`src/rtl/apb_width_bridge.sv`:
```
// APB4 width-downsizing bridge: one wide upstream transfer becomes a sequence of
// narrow downstream beats, with strobe-based beat skipping, error abort and PREADY timeout.
module apb_width_bridge #(
  parameter int unsigned ADDR_WIDTH     = 13,
  parameter int unsigned UP_DW          = 32,
  parameter int unsigned DN_DW          = 8,
  parameter int unsigned TIMEOUT_CYCLES = 255
) (
  input  logic                    PCLK,
  input  logic                    PRESETn,
  input  logic                    s_PSEL,
  input  logic                    s_PENABLE,
  input  logic                    s_PWRITE,
  input  logic [ADDR_WIDTH-1:0]   s_PADDR,
  input  logic [UP_DW-1:0]        s_PWDATA,
  input  logic [UP_DW/8-1:0]      s_PSTRB,
  output logic                    s_PREADY,
  output logic [UP_DW-1:0]        s_PRDATA,
  output logic                    s_PSLVERR,
  output logic                    m_PSEL,
  output logic                    m_PENABLE,
  output logic                    m_PWRITE,
  output logic [ADDR_WIDTH-1:0]   m_PADDR,
  output logic [DN_DW-1:0]        m_PWDATA,
  output logic [DN_DW/8-1:0]      m_PSTRB,
  input  logic                    m_PREADY,
  input  logic [DN_DW-1:0]        m_PRDATA,
  input  logic                    m_PSLVERR
);

  localparam int unsigned RATIO    = UP_DW / DN_DW;
  localparam int unsigned UP_BYTES = UP_DW / 8;
  localparam int unsigned DN_BYTES = DN_DW / 8;
  localparam int unsigned DNB      = $clog2(DN_BYTES);
  localparam int unsigned BW       = (RATIO > 1) ? $clog2(RATIO) : 1;
  localparam int unsigned TW       = (TIMEOUT_CYCLES > 0) ? $clog2(TIMEOUT_CYCLES + 1) : 1;
  localparam logic [ADDR_WIDTH-1:0] LOW_MASK = ADDR_WIDTH'(UP_BYTES - 1);

  typedef enum logic [1:0] {IDLE, M_SETUP, M_ACCESS, RESP} state_t;

  // First beat at or after 'from' that must be issued; RATIO when none remain.
  function automatic int unsigned find_beat(input logic [UP_BYTES-1:0] strb,
                                            input logic wr, input int unsigned from);
    int unsigned hit;
    hit = RATIO;
    for (int unsigned i = 0; i < RATIO; i++) begin
      if (hit == RATIO && i >= from && (!wr || (|strb[i*DN_BYTES +: DN_BYTES]))) begin
        hit = i;
      end
    end
    return hit;
  endfunction

  state_t                r_state, w_state_nxt;
  logic [ADDR_WIDTH-1:0] r_addr;
  logic                  r_write;
  logic [UP_DW-1:0]      r_wdata;
  logic [UP_BYTES-1:0]   r_strb;
  logic [BW-1:0]         r_beat, w_beat_nxt;
  logic [TW-1:0]         r_tcnt;
  logic                  w_start, w_err, w_tmo;
  int unsigned           w_hit;

  logic                  r_s_pready, r_s_pslverr, r_m_psel, r_m_penable, r_m_pwrite;
  logic [UP_DW-1:0]      r_s_prdata;
  logic [ADDR_WIDTH-1:0] r_m_paddr;
  logic [DN_DW-1:0]      r_m_pwdata;
  logic [DN_BYTES-1:0]   r_m_pstrb;

  logic [ADDR_WIDTH-1:0] w_src_addr;
  logic                  w_src_write;
  logic [UP_DW-1:0]      w_src_wdata;
  logic [UP_BYTES-1:0]   w_src_strb;

  // The first beat is built straight from the upstream bus, later beats from the latch.
  assign w_src_addr  = (r_state == IDLE) ? s_PADDR  : r_addr;
  assign w_src_write = (r_state == IDLE) ? s_PWRITE : r_write;
  assign w_src_wdata = (r_state == IDLE) ? s_PWDATA : r_wdata;
  assign w_src_strb  = (r_state == IDLE) ? s_PSTRB  : r_strb;

  assign w_tmo = (TIMEOUT_CYCLES != 0) && (r_tcnt == TW'(TIMEOUT_CYCLES - 1));

  always_ff @(posedge PCLK or negedge PRESETn) begin
    if (!PRESETn) r_state <= IDLE;
    else          r_state <= w_state_nxt;
  end

  always_comb begin
    w_state_nxt = r_state;
    w_beat_nxt  = r_beat;
    w_start     = 1'b0;
    w_err       = 1'b0;
    w_hit       = RATIO;
    case (r_state)
      IDLE: begin
        if (s_PSEL && s_PENABLE) begin
          w_start = 1'b1;
          w_hit   = find_beat(s_PSTRB, s_PWRITE, 0);
          if ((s_PADDR & LOW_MASK) != '0) begin
            w_state_nxt = RESP;
            w_err       = 1'b1;
          end else if (w_hit == RATIO) begin
            w_state_nxt = RESP;
          end else begin
            w_state_nxt = M_SETUP;
            w_beat_nxt  = BW'(w_hit);
          end
        end
      end
      M_SETUP: w_state_nxt = M_ACCESS;
      M_ACCESS: begin
        if (m_PREADY) begin
          w_hit = find_beat(r_strb, r_write, 32'(r_beat) + 32'd1);
          if (m_PSLVERR) begin
            w_state_nxt = RESP;
            w_err       = 1'b1;
          end else if (w_hit == RATIO) begin
            w_state_nxt = RESP;
          end else begin
            w_state_nxt = M_SETUP;
            w_beat_nxt  = BW'(w_hit);
          end
        end else if (w_tmo) begin
          w_state_nxt = RESP;
          w_err       = 1'b1;
        end
      end
      RESP:    w_state_nxt = IDLE;
      default: w_state_nxt = IDLE;
    endcase
  end

  always_ff @(posedge PCLK or negedge PRESETn) begin
    if (!PRESETn) begin
      r_addr      <= '0;
      r_write     <= 1'b0;
      r_wdata     <= '0;
      r_strb      <= '0;
      r_beat      <= '0;
      r_tcnt      <= '0;
      r_s_pready  <= 1'b0;
      r_s_pslverr <= 1'b0;
      r_s_prdata  <= '0;
      r_m_psel    <= 1'b0;
      r_m_penable <= 1'b0;
      r_m_pwrite  <= 1'b0;
      r_m_paddr   <= '0;
      r_m_pwdata  <= '0;
      r_m_pstrb   <= '0;
    end else begin
      if (w_start) begin
        r_addr  <= s_PADDR;
        r_write <= s_PWRITE;
        r_wdata <= s_PWDATA;
        r_strb  <= s_PSTRB;
      end
      r_beat <= w_beat_nxt;
      r_tcnt <= (r_state == M_ACCESS && !m_PREADY) ? r_tcnt + TW'(1) : '0;

      r_m_psel    <= (w_state_nxt == M_SETUP) || (w_state_nxt == M_ACCESS);
      r_m_penable <= (w_state_nxt == M_ACCESS);
      if (w_state_nxt == M_SETUP) begin
        r_m_pwrite <= w_src_write;
        r_m_paddr  <= (w_src_addr & ~LOW_MASK) | ADDR_WIDTH'(32'(w_beat_nxt) << DNB);
        r_m_pwdata <= w_src_wdata[32'(w_beat_nxt)*DN_DW +: DN_DW];
        r_m_pstrb  <= w_src_write ? w_src_strb[32'(w_beat_nxt)*DN_BYTES +: DN_BYTES] : '0;
      end

      r_s_pready  <= (w_state_nxt == RESP);
      r_s_pslverr <= (w_state_nxt == RESP) && w_err;
      // Errored beats leave their lane (and all later lanes) at zero.
      if (w_start) begin
        r_s_prdata <= '0;
      end else if (r_state == M_ACCESS && m_PREADY && !m_PSLVERR && !r_write) begin
        r_s_prdata[32'(r_beat)*DN_DW +: DN_DW] <= m_PRDATA;
      end
    end
  end

  assign s_PREADY  = r_s_pready;
  assign s_PSLVERR = r_s_pslverr;
  assign s_PRDATA  = r_s_prdata;
  assign m_PSEL    = r_m_psel;
  assign m_PENABLE = r_m_penable;
  assign m_PWRITE  = r_m_pwrite;
  assign m_PADDR   = r_m_paddr;
  assign m_PWDATA  = r_m_pwdata;
  assign m_PSTRB   = r_m_pstrb;

endmodule

```
`config.mk`:
```
export PLATFORM = sky130hd
export DESIGN_NAME = apb_width_bridge
export DESIGN_NICKNAME = d
export VERILOG_FILES = /design/src/rtl/apb_width_bridge.sv
export SDC_FILE = /design/constraint.sdc
export NUM_CORES = 1
export LEC_CHECK = 0
export ABC_AREA = 1
export ABC_CLOCK_PERIOD_IN_PS = 5140
export CORE_MARGIN = 4
export CORE_UTILIZATION = 55
export CTS_CLUSTER_SIZE = 10
export DETAILED_ROUTE_END_ITERATION = 8
export GPL_TIMING_DRIVEN = 0
export HOLD_SLACK_MARGIN = 0.1
export PLACE_DENSITY = 0.85
export SLEW_MARGIN = 20
export SYNTH_ARGS = -nofsm -noshare
export SYNTH_HDL_FRONTEND = slang
export SYNTH_SLANG_ARGS = --single-unit
```
`constraint.sdc`:
```
create_clock -name PCLK -period 5.14 [get_ports PCLK]
set_input_delay 1.028 -clock PCLK [delete_from_list [all_inputs] [get_ports PCLK]]
set_output_delay 1.028 -clock PCLK [all_outputs]
set_load 0.005 [all_outputs]
```
* After elaboration in Yosys (flattened, before gate mapping)
Cells that the tools add are included.
W data, S select, Z words.
** Word-level totals
- Output and inout bits :: 59
- Bits in registers :: 121
- Logic and storage cells :: 131
** Operators by class
- Bitwise gates (word level) :: 1
- Magnitude comparators :: 4
- Eq/ne operators :: 15
- Add/sub/neg operators :: 3
- Reductions and logical operators :: 32
- Shift operators :: 4
- Mux-type cells :: 56
** Operator list (number)
- $mux W32 :: 25
- $eq A32 B3 Y1 const B :: 8
- $neg A5 Y34 :: 1
- $shift A8 B34 Y32 const A :: 1
- $shiftx A8 B34 Y32 :: 1
- $bwmux W32 :: 1
- $shiftx A32 B6 Y8 :: 1
- $mux W2 :: 13
- $logic_and A1 B1 Y1 :: 16
- $mux W13 :: 1
- $or A13 B2 Y13 :: 1
- $reduce_bool A13 Y1 :: 1
- $logic_or A1 B1 Y1 :: 9
- $mux W1 :: 9
- $add A8 B1 Y8 const B :: 1
- $eq A2 B2 Y1 const B :: 4
- $eq A8 B8 Y1 const B :: 1
- $mux W8 :: 1
- $pmux W2 S4 :: 1
- $ge A1 B3 Y1 const A :: 2
- $ge A2 B3 Y1 const A :: 2
- $mux W3 :: 2
- $eq A2 B1 Y1 const B :: 2
- $logic_not A1 Y1 :: 4
- other kinds (7) :: 7

* Longest topological paths before layout
- Depth after elaboration :: 31
- Gate-level depth with buffers :: 17

* Worst setup path before layout
No wires, ideal clock.
- Kind :: input to register
- Start :: input s_PSEL
- End :: register r_m_pstrb, in the netlist m_PSTRB
- Arrival :: 2.445 ns
- Buffers on the path :: 2
- Stages on the path :: 12
- Path slack :: 2.630 ns
- Cell sequence :: nand2_1 nor2_1 buf_2 nand2_1 o21ai_0 a21oi_1 ha_1 clkbuf_1 o21ai_0 a21oi_1 nand3_1 nand2_1
** On the way
- Longest elaborated chain between the ends :: 5
- Elaborated cells on any way between the ends :: 8
** RTL lines
- start: declaration :: line 11 : input logic s_PSEL,
- $logic_and A1 B1 Y1 * :: line 96 : if (s_PSEL && s_PENABLE) begin
- $mux W2 :: line 96
- $pmux W2 S2 :: line 94 : case (r_state)
- $shiftx A4 B3 Y1 :: line 166 : r_m_pstrb <= w_src_write ? w_src_strb[32'(w_beat_nxt)*DN_BYTES +: DN_BYTES] : '0;
- $mux W1 :: line 166
- end signal: assignment :: line 166
- end: declaration :: line 68 : logic [DN_BYTES-1:0] r_m_pstrb;
Mark *: on every way between the ends. The rest lies on a longest branch, timed or not.
A chain may end at the register's enable or synchronous reset.

* Final worst setup path
- Start :: input s_PENABLE
- End :: register r_m_pstrb, in the netlist m_PSTRB
** On the way
- Elaborated cells on any way between the ends :: 8
** RTL lines
- start: declaration :: line 12 : input logic s_PENABLE,
- $logic_and A1 B1 Y1 :: line 96
- $mux W2 :: line 96
- $pmux W2 S4 :: line 94
- net w_state_nxt[0] :: line 54 : state_t r_state, w_state_nxt;
- $eq A2 B1 Y1 :: line 162 : if (w_state_nxt == M_SETUP) begin
The timed path passes the listed nets, and every way through them passes these cells.

==> impl_metrics.toml <==
[cells_and_area]
drive_gt1_frac = 0.07259
antennaDiodeCount = 0
n_fill_cell = 755
final_nets = 985
multi_input_area_mm2 = 0.002467
final_cells = 1059
design_area_mm2 = 0.007891
layout-area-overhead-vs-synth_pct = 33.76
ff_latch_area_mm2 = 0.002978

[detailed_routing]
drc_errors = 0
antenna_left = 0
drt_pass1_iterations = 6
via_per_inst = 5.449
vias = 5770
drt_iter0_markers = 404
routed_wl_mm = 16.07
routedWlPerCell_um = 15.17

[place]
post-dp-hpwl_mm = 11.28
post_dp_cell_area_mm2 = 0.007320
dp.cells = 1027
numPortBuffers = 122
gp_congestion = 0.8952

[logic_synthesis]
synth-edff-count = 0
ys_top_cells_by_area = "dfrtp_1 (50%), nand2_1 (16%), o21ai_0 (8.3%)"
syn_inst = 768
synth_ff_type = "dfrtp_1"
synthDominantCellAreaShare = 0.5048
ys_ff_latch = 119
synthArstFlopShare = 1.000
synth_fp_nets = 843
syn_area_mm2 = 0.005899
synth.distinct_cells = 33
postSynthAreaPerCell_um2 = 7.682
yosysWarnings = 0
synth_most_common_cell = "nand2_1"
yosysTopAreaCell = "dfrtp_1"
synthTopCellsByCount = "nand2_1 (256), dfrtp_1 (119), o21ai_0 (98), inv_1 (69), nor2_1 (61)"
yosysSeqAreaShare = 0.5048

[worst_setup_path]
cp-start-kind = "input port"
worst-path-max-fanout = 10
crit_path_end_kind = "flop"
cp.arrival_ps = 3620
worstSetupPathType = "input port to flop"
critPathRequiredTime_ps = 5600
r2r-start = "r_beat[0]"
reg2reg_depth = 14
r2r_end = "m_PSTRB"
r2r_slack_ps = 2190

[cts]
cts_resized = 0
cts_tree = "built"
root_buffer = "clkbuf_8"
h-tree-depth = 4
cts-buffers-inserted = 17
post_cts_buffers = 0
hold_buffers = 0
path_clk_slew_ps = 60
ctsLongestPathBuffers = 2
numClockSinks = 119
clkLatencyLatePin_ps = 530

[job]
drv_cap = 0

[outcome]
status = "completed"

[sta]
post-route-period-util = 0.6146
drv_slew = 0
rsz0062_at_grt = "false"
finalSetupTns_ps = 0
skew_ps = 10.53
slew_headroom = 0.5892
finalHoldViolCount = 0
max_freq_mhz = 316.6
setup_violations = 0
period_minus_slack_ps = 3159
worst_slew_pin_slew_ps = 616.2

[power_and_ir_drop]
combPwrFrac = 0.431
p_sw_uw = 1841
p_int_uw = 2829
clockPowerShare = 0.244
ir_drop_uv = 271.6
p_leak_uw = 0.003860
swShare = 0.3942
power.share.sequential = 0.324
power_per_cell_area_mw_per_mm2 = 591.8

[min_path]
hold_path.class = "input port to async pin"

[die]
die_x_um = 111.6
core_area_mm2 = 0.01037
start_util = 0.5689
num_rows = 37
fp.dieH_um = 111.6
io_pins = 123
die_area_mm2 = 0.01245

[global_route]
grt_pass1_vias = 5724
grt_max_degree = 75
grt_pass1_wl_mm = 26.63
antenna_found_initial = 0
grt_use_total = 0.2627
grt_overflow = 0
-- worst max path at each step --
stage | cells past startpoint | endpoint | start | slack, ps
after floorplan | 12 | m_PSTRB | s_PSEL | 2630
after global placement | 1 | r_wdata[5] | PRESETn | -1360
after detailed placement | 12 | m_PSTRB | s_PENABLE | 1450
after CTS | 12 | m_PSTRB | s_PENABLE | 2000
after global routing | 12 | m_PSTRB | s_PENABLE | 1840
final | 12 | m_PSTRB | s_PENABLE | 1980
-- logic make-up (layout without fill, tap and decap cells) --
family | count (synthesis) | after routing | synth area share
adders and majority gates | 11 | 11 | 0.02333
AOI/OAI and AO/OA | 138 | 138 | 0.1196
DFF | 119 | 119 | 0.5048
and+or+nand+nor | 388 | 388 | 0.2738
buffers and inverters | 111 | 266 | 0.07699
xor gates and xnor gates | 1 | 1 | 0.001485
-- routing by layer --
metal | vias to the layer above | share of wire | global-route usage
li1 | 2727 | - | -
met1 | 2703 | 0.41 | 0.3180
met2 | 277 | 0.50 | 0.4532
met3 | 63 | 0.066 | 0.05543
met4 | 0 | 0.034 | 0.1168
met5 | - | 0 | 0
-- placed cells by master (no fill, tap or decap), types with 4 or more instances in the layout --
| cell type | Yosys | routed |
|---|---|---|
| clkinv_2 | 0 | 6 |
| o21ai_0 | 98 | 98 |
| clkdlybuf4s50_1 | 0 | 121 |
| inv_1 | 69 | 69 |
| buf_2 | 12 | 12 |
| inv_2 | 6 | 6 |
| o21ai_1 | 11 | 11 |
| nand3_1 | 54 | 54 |
| ha_1 | 11 | 11 |
| nand2_1 | 256 | 256 |
| dfrtp_1 | 119 | 119 |
| clkbuf_1 | 16 | 16 |
| a21oi_1 | 24 | 24 |
| nor2_1 | 61 | 61 |
| nand4_1 | 4 | 4 |
| clkbuf_16 | 0 | 16 |
-- area by class of cell --
class / count / area share
Sequential cell: 119 / 0.3774
Clock buffer: 19 / 0.05597
Timing Repair Buffer: 123 / 0.1584
Inverter: 77 / 0.03663
Clock inverter: 13 / 0.01649
Multi-Input combinational cell: 538 / 0.3127
Tap cell: 136 / 0.02156
Buffer: 34 / 0.02093
-- critical path, cell delays in order --
cell and delay [ps]:
clkdlybuf4s50_1 450, nand2_1 110, nor2_1 220, buf_2 310, nor2_1 110, inv_1 120
ha_1 300, clkbuf_1 340, o21ai_0 170, a21oi_1 230, nand3_1 140, nand2_1 80
-- metrics by stage --
step	total power, µW	hold slack [ps]	util	setup slack (ps)
3_3_place_gp	3409	447.5	0.7031	-1358
6_report	4670	415.6	0.7610	1981
5_1_grt	4991	445.2	0.7610	1837
3_5_place_dp	3483	454.4	0.7058	1454
4_1_cts	4653	430.4	0.7610	1996
2_1_floorplan	2715	436.7	-	2630
-- registers in the layout (all words and copies together), names as in the netlist, 2 cells and up --
signal and cells:
r_wdata 32, s_PRDATA 32, r_beat 2, m_PADDR 13, r_addr 11, m_PWDATA 8, r_tcnt 8, r_strb 4
r_state 2
-- power groups by stage --
stage | combinational [µW] | sequential, µW | clock (µW)
6_report | 2010 | 1520 | 1140
2_1_floorplan | 1220 | 1490 | 0
4_1_cts | 2000 | 1510 | 1140
3_5_place_dp | 1960 | 1520 | 0
3_3_place_gp | 1900 | 1510 | 0
5_1_grt | 2250 | 1550 | 1190
No activity file was read; power rests on OpenSTA's default activity.
